## src/rtl/prog_end_pkg.sv

```systemverilog
// Shared types and constants for the end-of-program monitor: FSM states,
// default halt/timeout values and the 2-bit result status encoding.
package prog_end_pkg;

  typedef enum logic [2:0] {
    S_IDLE,
    S_RUN,
    S_CHECK,
    S_PASS,
    S_FAIL,
    S_TIMEOUT
  } state_t;

  localparam logic [63:0] DEF_HALT_PC        = 64'h0000_0000_0000_001c;
  localparam int          DEF_TIMEOUT_CYCLES = 10000000;

  localparam logic [1:0] RES_NONE    = 2'd0;
  localparam logic [1:0] RES_PASS    = 2'd1;
  localparam logic [1:0] RES_FAIL    = 2'd2;
  localparam logic [1:0] RES_TIMEOUT = 2'd3;

  // Status code to one-hot {timeout, fail, pass}.
  function automatic logic [2:0] res_flags(input logic [1:0] code);
    case (code)
      RES_PASS:    return 3'b001;
      RES_FAIL:    return 3'b010;
      RES_TIMEOUT: return 3'b100;
      default:     return 3'b000;
    endcase
  endfunction

endpackage

```

## src/rtl/prog_end_monitor_sat_counter.sv

```systemverilog
// Saturating up-counter with synchronous clear; clear wins over enable and
// the count sticks at all-ones instead of wrapping.
module sat_counter #(
  parameter int W = 32
) (
  input  logic         clk,
  input  logic         rst,
  input  logic         clr,
  input  logic         en,
  output logic [W-1:0] cnt
);

  always_ff @(posedge clk or negedge rst) begin
    if (!rst)                         cnt <= '0;
    else if (clr)                     cnt <= '0;
    else if (en && (cnt != {W{1'b1}})) cnt <= cnt + W'(1);
  end

endmodule

```

## src/rtl/prog_end_monitor.sv

```systemverilog
// End-of-program monitor on the commit stream: qualifies a self-loop halt,
// grades gp (x3) as pass/fail, or flags a timeout. Optional PC trace buffer
// is enabled with PROG_END_TRACE_EN.
module prog_end_monitor
  import prog_end_pkg::*;
#(
  parameter logic [63:0] HALT_PC        = DEF_HALT_PC,
  parameter int          STABLE_COMMITS = 2,
  parameter int          TIMEOUT_CYCLES = DEF_TIMEOUT_CYCLES,
  parameter int          CNT_W          = 32
) (
  input  logic             clk,
  input  logic             rst,
  input  logic             start,
  input  logic             commit_valid,
  input  logic [63:0]      commit_pc,
  input  logic [63:0]      gp_value,
  output logic             running,
  output logic             done,
  output logic             pass,
  output logic             fail,
  output logic             timeout,
  output logic [63:0]      result_code,
  output logic [CNT_W-1:0] cycle_count,
  output logic [CNT_W-1:0] instret_count
`ifdef PROG_END_TRACE_EN
  ,
  input  logic [2:0]       trace_idx,
  output logic [63:0]      trace_pc
`endif
);

  localparam int MW = $clog2(STABLE_COMMITS + 1);

  state_t        state;
  logic [MW-1:0] match_cnt;
  logic          hit, qualify, cyc_last, in_run;
  logic [1:0]    chk_code;

  assign in_run   = (state == S_RUN);
  assign hit      = commit_valid && (commit_pc == HALT_PC);
  assign qualify  = in_run && hit && (match_cnt >= MW'(STABLE_COMMITS - 1));
  assign cyc_last = (cycle_count == CNT_W'(TIMEOUT_CYCLES - 1));
  assign chk_code = (gp_value == '0) ? RES_PASS : RES_FAIL;

  sat_counter #(.W(CNT_W)) u_cycles (
    .clk (clk),
    .rst (rst),
    .clr (start),
    .en  (in_run || (state == S_CHECK)),
    .cnt (cycle_count)
  );

  sat_counter #(.W(CNT_W)) u_instret (
    .clk (clk),
    .rst (rst),
    .clr (start),
    .en  (in_run && commit_valid),
    .cnt (instret_count)
  );

  // start restarts from any state, including mid-RUN and terminal states.
  always_ff @(posedge clk or negedge rst) begin
    if (!rst) begin
      state                 <= S_IDLE;
      match_cnt             <= '0;
      result_code           <= '0;
      running               <= 1'b0;
      done                  <= 1'b0;
      {timeout, fail, pass} <= res_flags(RES_NONE);
    end else if (start) begin
      state                 <= S_RUN;
      match_cnt             <= '0;
      result_code           <= '0;
      running               <= 1'b1;
      done                  <= 1'b0;
      {timeout, fail, pass} <= res_flags(RES_NONE);
    end else begin
      case (state)
        S_RUN: begin
          if (commit_valid) match_cnt <= hit ? match_cnt + MW'(1) : '0;
          // A halt qualifying on the last allowed cycle beats the timeout.
          if (qualify) begin
            state <= S_CHECK;
          end else if (cyc_last) begin
            state                 <= S_TIMEOUT;
            running               <= 1'b0;
            done                  <= 1'b1;
            {timeout, fail, pass} <= res_flags(RES_TIMEOUT);
          end
        end
        S_CHECK: begin
          // gp is sampled here so an x3 writeback with the last commit counts.
          result_code           <= gp_value;
          state                 <= (chk_code == RES_PASS) ? S_PASS : S_FAIL;
          running               <= 1'b0;
          done                  <= 1'b1;
          {timeout, fail, pass} <= res_flags(chk_code);
        end
        default: ;
      endcase
    end
  end

`ifdef PROG_END_TRACE_EN
  logic [7:0][63:0] tbuf;
  logic [2:0]       wptr;
  logic [2:0]       rptr;

  always_ff @(posedge clk or negedge rst) begin
    if (!rst) begin
      tbuf <= '0;
      wptr <= '0;
    end else if (start) begin
      tbuf <= '0;
      wptr <= '0;
    end else if (in_run && commit_valid) begin
      tbuf[wptr] <= commit_pc;
      wptr       <= wptr + 3'd1;
    end
  end

  // wptr points at the next free slot; idx 0 is the newest entry.
  assign rptr     = wptr - 3'd1 - trace_idx;
  assign trace_pc = tbuf[rptr];
`endif

endmodule
```

## config.mk

```make
export PLATFORM = sky130hd
export DESIGN_NAME = prog_end_monitor
export DESIGN_NICKNAME = d
export VERILOG_FILES = /design/src/rtl/prog_end_pkg.sv /design/src/rtl/prog_end_monitor_sat_counter.sv /design/src/rtl/prog_end_monitor.sv
export SDC_FILE = /design/constraint.sdc
export NUM_CORES = 1
export LEC_CHECK = 0
export BUFFER_PORTS_ARGS = -buffer_cell sky130_fd_sc_hd__buf_2
export CAP_MARGIN = 20
export CORE_AREA = 2 2 91 180
export DETAILED_ROUTE_END_ITERATION = 8
export DIE_AREA = 0 0 93 182
export PLACE_DENSITY_LB_ADDON = 0.3
export SKIP_CTS_REPAIR_TIMING = 1
export SLEW_MARGIN = 0
export SYNTH_ARGS = -nofsm -noshare
export SYNTH_HDL_FRONTEND = slang
export SYNTH_SLANG_ARGS = --single-unit
export TNS_END_PERCENT = 30
```

## constraint.sdc

```tcl
create_clock -name clk -period 2 [get_ports clk]
set_clock_uncertainty 0.2 [all_clocks]
set_input_delay 0 -clock clk [delete_from_list [all_inputs] [get_ports clk]]
set_output_delay 0 -clock clk [all_outputs]
set_load 0.02 [all_outputs]
```

# Yosys cells after proc, flatten, opt, wreduce, memory -nomap -nowiden
# Cells that the tools add are included.
[totals]
ff_bits = 138
in_bits = 132
word_cells = 74
[op_classes]
add_sub_neg = 3
magnitude_cmp = 1
n_eq_ne = 12
mux = 31
reduce_logical = 17
[op_table]
columns = ["cell", "n"]
rows = [
  ["2-to-1 mux 32 bit", 4],
  ["2-to-1 mux 64 bit", 2],
  ["adder 32 x 1 -> 32 bit, second input constant", 2],
  ["== test 64 x 5 -> 1 bit, second input constant", 1],
  ["zero test 64 bit", 1],
  ["inequality test 32 bit, second input constant", 2],
  ["== test 32 x 24 -> 1 bit, second input constant", 1],
  ["2-to-1 mux 3 bit", 4],
  ["2-to-1 mux 2 bit", 5],
  ["one-hot mux 1 bit (2 select lines)", 5],
  ["nonzero test 2 bit", 5],
  ["2-to-1 mux 1 bit", 9],
  ["one-hot mux 3 bit (3 select lines)", 1],
  ["logical AND 1 bit", 6],
  ["inequality test 3 bit, second input constant", 2],
  ["one-hot mux 3 bit (2 select lines)", 1],
  ["== test 2 bit, second input constant", 2],
  ["inequality test 4 bit, second input constant", 1],
  ["AND reduction 2 bit", 2],
  ["== test 3 x 1 -> 1 bit, second input constant", 1],
  ["== test 3 x 2 -> 1 bit, second input constant", 1],
  ["AND reduction 3 bit", 1],
  ["nonzero test 3 bit", 1],
  ["adder 2 x 1 -> 2 bit, second input constant", 1],
  ["other kinds (3)", 3],
]

# Depth between registers and ports, before layout
[depth]
word_depth = 7
ltp_mapped = 8

# Cells and area by module
# From an unflattened synthesis, not the netlist that was laid out.
[hier_totals]
hier_cells = 782
hier_area_um2 = 7109.3
[by_module_without_submodules]
columns = ["module", "instances", "cells_each", "area_each_um2", "seq_area_each_um2"]
rows = [
  ["sat_counter", 2, 198, 1854.3, 800.8],
  ["prog_end_monitor", 1, 386, 3400.8, 1851.8],
]

# Worst setup path before layout
# OpenSTA, ideal clock, no wires.
[synth_path]
path_kind = "register to register"
startpoint = "register u_instret.cnt[0]"
endpoint = "register u_instret.cnt[28]"
setup_ps = 78
arrival_time_ps = 1830
required_time_ps = 1722
setup_slack_ps = -108
path_stages_with_launch = 8
n_path_buf = 0
path_cell_list = "dfrtp_1 > ha_1 > and3_1 > nand3_2 > nor3_4 > nand3_2 > or3_1 > a21oi_1"
[synth_via]
elab_chain_len = 3
[synth_rtl]
columns = ["element", "line_no", "text"]
rows = [
  ["start: declaration", "prog_end_monitor_sat_counter.sv:10", "output logic [W-1:0] cnt"],
  ["start signal: assignment", "prog_end_monitor_sat_counter.sv:16", "else if (en && (cnt != {W{1'b1}})) cnt <= cnt + W'(1);"],
  ["adder 32 x 1 -> 32 bit / inequality test 32 bit (equally long branches)", "prog_end_monitor_sat_counter.sv:16", ""],
  ["2-to-1 mux 32 bit / logical AND 1 bit (equally long branches)", "prog_end_monitor_sat_counter.sv:16", ""],
  ["2-to-1 mux 32 bit / nonzero test 2 bit (equally long branches)", "--", ""],
]
# Several ways; a longest one is shown, not always the timed one. The select of a mux whose other input is x is not followed.
# A chain may end at the register's enable or synchronous reset.

# Final worst setup path
[layout_path]
startpoint = "register u_cycles.cnt[5]"
endpoint = "register u_cycles.cnt[27]"
[layout_via]
elab_chain_len = 3
[layout_rtl]
columns = ["element", "line_no"]
rows = [
  ["start: declaration", "prog_end_monitor_sat_counter.sv:10"],
  ["start signal: assignment", "prog_end_monitor_sat_counter.sv:16"],
  ["adder 32 x 1 -> 32 bit / inequality test 32 bit (equally long branches)", "prog_end_monitor_sat_counter.sv:16"],
  ["2-to-1 mux 32 bit / logical AND 1 bit (equally long branches)", "prog_end_monitor_sat_counter.sv:16"],
  ["2-to-1 mux 32 bit / nonzero test 2 bit (equally long branches)", "--"],
]
# Several ways; a longest one is shown, not always the timed one. The select of a mux whose other input is x is not followed.

==> impl_metrics.py <==
metrics = {
    "outcome": {
        "status": "finished with violations",
        "failed_checks": "negative hold slack, negative setup slack",
    },
    "cts": {
        "cts_buffer_depth": 2,
        "clkLatencyLatePin_ns": 0.42,
        "path_clk_slew_ns": 0.06,
        "cts.sinks": 138,
        "cts_tree": "built",
        "cts_inserted_buffers": 17,
        "root_buffer": "clkbuf_16",
        "htree_levels": 4,
    },
    "cells_and_area": {
        "final_nets": 1292,
        "areaGrowthSynthToFinish_pct": 57.2,
        "drive_above_1_share_pct": 39.8,
        "antenna_cells": 0,
    },
    "worst_hold_path": {
        "hp-class": "in -> reg",
        "whs_path_depth": 7,
        "hold-path-endpoint": "state[1]",
        "worstHoldStart": "commit_pc[60]",
    },
    "grt": {
        "antenna_found_initial": 0,
        "grt_max_degree": 78,
        "use_met2_pct": 41.7,
        "grtUsageTotal_pct": 24.3,
        "grt_overflow": 0,
        "grt_pass1_wl_mm": 33.1,
        "met3_usage_pct": 5.02,
        "grt_pass1_vias": 6713,
        "grt.busiest_layer": "met2",
        "use_met1_pct": 30.7,
    },
    "sta": {
        "slew_viol_final": 0,
        "timing.fmax_ghz": 0.494,
        "setup_ws_ns": -0.0248,
        "hold_viol": 3,
        "setup_viol": 1,
        "relSlewSlack_pct": 45.5,
        "fin_crit_ns": 2.02,
        "worst_pin_slew_ns": 0.817,
        "period_share_pct": 101,
        "rsz0062_at_grt": "true",
        "hold_ws_ns": -0.0469,
        "setup-tns-final_ns": -0.0248,
    },
    "detailed_routing": {
        "wl_per_cell_um": 16.6,
        "drt_pre_antenna_iters": 7,
        "vias": 7349,
        "antenna_left": 0,
        "drc": 0,
        "wirelength_mm": 22.8,
        "vias_per_cell": 5.36,
        "initialDrtViolationCount": 359,
    },
    "synthesis": {
        "netlist_area_um2": 6720,
        "postSynthCellCount": 743,
        "ys.flop_type": "dfrtp_1",
        "synth_common_cells": "nand2_1 (166), dfrtp_1 (138), a21oi_1 (78)",
        "syn-num-nets": 878,
        "synth_top_area_share_pct": 51.4,
        "async_reset_ff_share_pct": 100,
        "yosys.cell_types.count": 45,
        "synth_area_leaders": "dfrtp_1 (51%), nand2_1 (9.3%), xor2_1 (6.9%)",
        "synth-seq-cells": 138,
        "synth_warnings": 0,
        "avgSynthCellArea_um2": 9.05,
        "synth_top_cell_by_area": "dfrtp_1",
        "synthMostInstantiatedCell": "nand2_1",
        "seq_area_frac_synth_pct": 51.4,
        "synth_edf_count": 0,
    },
    "die": {
        "ios": 265,
        "rows": 65,
        "core-area_um2": 15600,
        "dieArea_um2": 16900,
        "fp.dieW_um": 93,
        "dieHeight_um": 182,
        "start_util_pct": 43.1,
    },
    "pwr": {
        "irDropWorstVdd_mv": 0.593,
        "leakage_nw": 5.18,
        "power-per-cell-area_nw_per_um2": 645,
    },
    "place": {
        "place_hpwl_mm": 15.0,
        "portBuffers": 264,
        "gp_congestion": 0.898,
    },
    "worst_setup_path": {
        "r2r_start": "u_cycles.cnt[5]",
        "critPathMaxStageDelay_ns": 0.38,
        "reg2reg_to": "u_cycles.cnt[27]",
        "rrSetupSlack_ns": -0.02,
        "path_max_fanout": 5,
        "r2r_cells": 6,
        "path_cells": "and4_4 > nand4_4 > nor3_4 > nand3_1 > or3_1 > a21oi_2",
        "slowest_stage": "or3_1",
        "critPathKind": "reg -> reg",
        "start_kind": "register",
        "crit_required_ns": 2.14,
        "arrival_ns": 2.17,
        "worstSetupEndpointType": "register",
    },
    "job": {
        "timing.max_cap.violations": 0,
    },
}
[critical path, delay by kind of cell, from the launching register on]
family	cells	cell delay [ns]
compound gates	1	0.14
flops	1	0.36
simple gates	5	1.25
[stage by stage]
stage / total power [mW] / utilization [%] / setup slack, ns / area (um^2) / cells
2_1_floorplan: 3.01 / - / -0.00947 / 6780 / 743
3_3_place_gp: 3.31 / 57.1 / -0.0725 / 8910 / 1256
3_5_place_dp: 3.32 / 57.1 / -0.149 / 8910 / 1256
4_1_cts: 6.75 / 61.2 / -0.158 / 9560 / 1288
5_1_grt: 7.05 / 67.7 / -0.134 / 10600 / 1371
6_report: 6.82 / 67.7 / -0.0248 / 10600 / 1371
[state kept, by name, summed over array words and instances (netlist names)]
register / flops
result_code: 64
u_cycles.cnt: 32
u_instret.cnt: 32
state: 3
match_cnt: 2
done: 1
fail: 1
pass: 1
running: 1
timeout: 1
[area by class of cell]
class | instances | area, um^2
Fill cell | 1271 | 5050
Timing Repair Buffer | 434 | 2890
Clock inverter | 11 | 166
Inverter | 3 | 11.3
Tap cell | 201 | 251
Multi-Input combinational cell | 563 | 3290
Sequential cell | 138 | 3480
Clock buffer | 21 | 480
[power breakdown]
part / switching (mW) / total [mW] / internal [mW]
Combinational: 0.296 / 0.578 / 0.282
Sequential: 0.0126 / 2.82 / 2.81
Clock: 1.20 / 3.42 / 2.21
Total: 1.51 / 6.82 / 5.31
[metal layers]
| metal | routed length, um | vias up |
|---|---|---|
| li1 | - | 3431 |
| met1 | 8650 | 3485 |
| met2 | 11800 | 379 |
| met3 | 1850 | 54 |
| met4 | 524 | 0 |
| met5 | 0 | - |
[kinds of logic (layout without fill, tap and decap cells)]
group / after synthesis / after routing / share of synthesized area (%)
buffers and inverters: 42 / 469 / 2.49
XOR/XNOR: 55 / 55 / 7.17
AO/OA/AOI/OAI: 100 / 100 / 8.15
AND/OR/NAND/NOR: 405 / 405 / 30.3
flip-flops: 138 / 138 / 51.4
adder cells (fa/ha/maj): 3 / 3 / 0.558
[how the worst max path moves through the flow]
| stage | depth (start not counted) | slack [ns] | to | startpoint |
|---|---|---|---|---|
| after floorplan | 7 | -0.009 | u_cycles.cnt[21] | u_cycles.cnt[18] |
| after CTS | 7 | -0.16 | running | u_cycles.cnt[22] |
| after global placement | 7 | -0.07 | running | u_cycles.cnt[22] |
| final | 6 | -0.02 | u_cycles.cnt[27] | u_cycles.cnt[5] |
| after detailed placement | 7 | -0.15 | running | u_cycles.cnt[22] |
| after global routing | 6 | -0.13 | u_cycles.cnt[27] | u_cycles.cnt[5] |
[cell usage in the layout (no fill, tap or decap), drive strengths merged, types with 2 or more instances in the layout]
master	Yosys	final
nand3	32	32
and4	8	8
or3	9	9
clkinvlp	0	3
inv	3	3
xnor2	2	2
clkbuf	31	21
nor4	34	34
nor4b	4	4
o211ai	2	2
a21oi	78	78
dfrtp	138	138
and2	7	7
nor2	62	62
nand2	166	166
buf	8	364
xor2	53	53
a21o	2	2
bufinv	0	4
dlygate4sd3	0	70
clkinv	0	4
and3	19	19
nor3b	2	2
nand4	40	40
nand4b	4	4
nand2b	4	4
o22ai	2	2
and4bb	2	2
o21ai	7	7
ha	3	3
nor3	8	8
(Power assumes the default switching activity.)
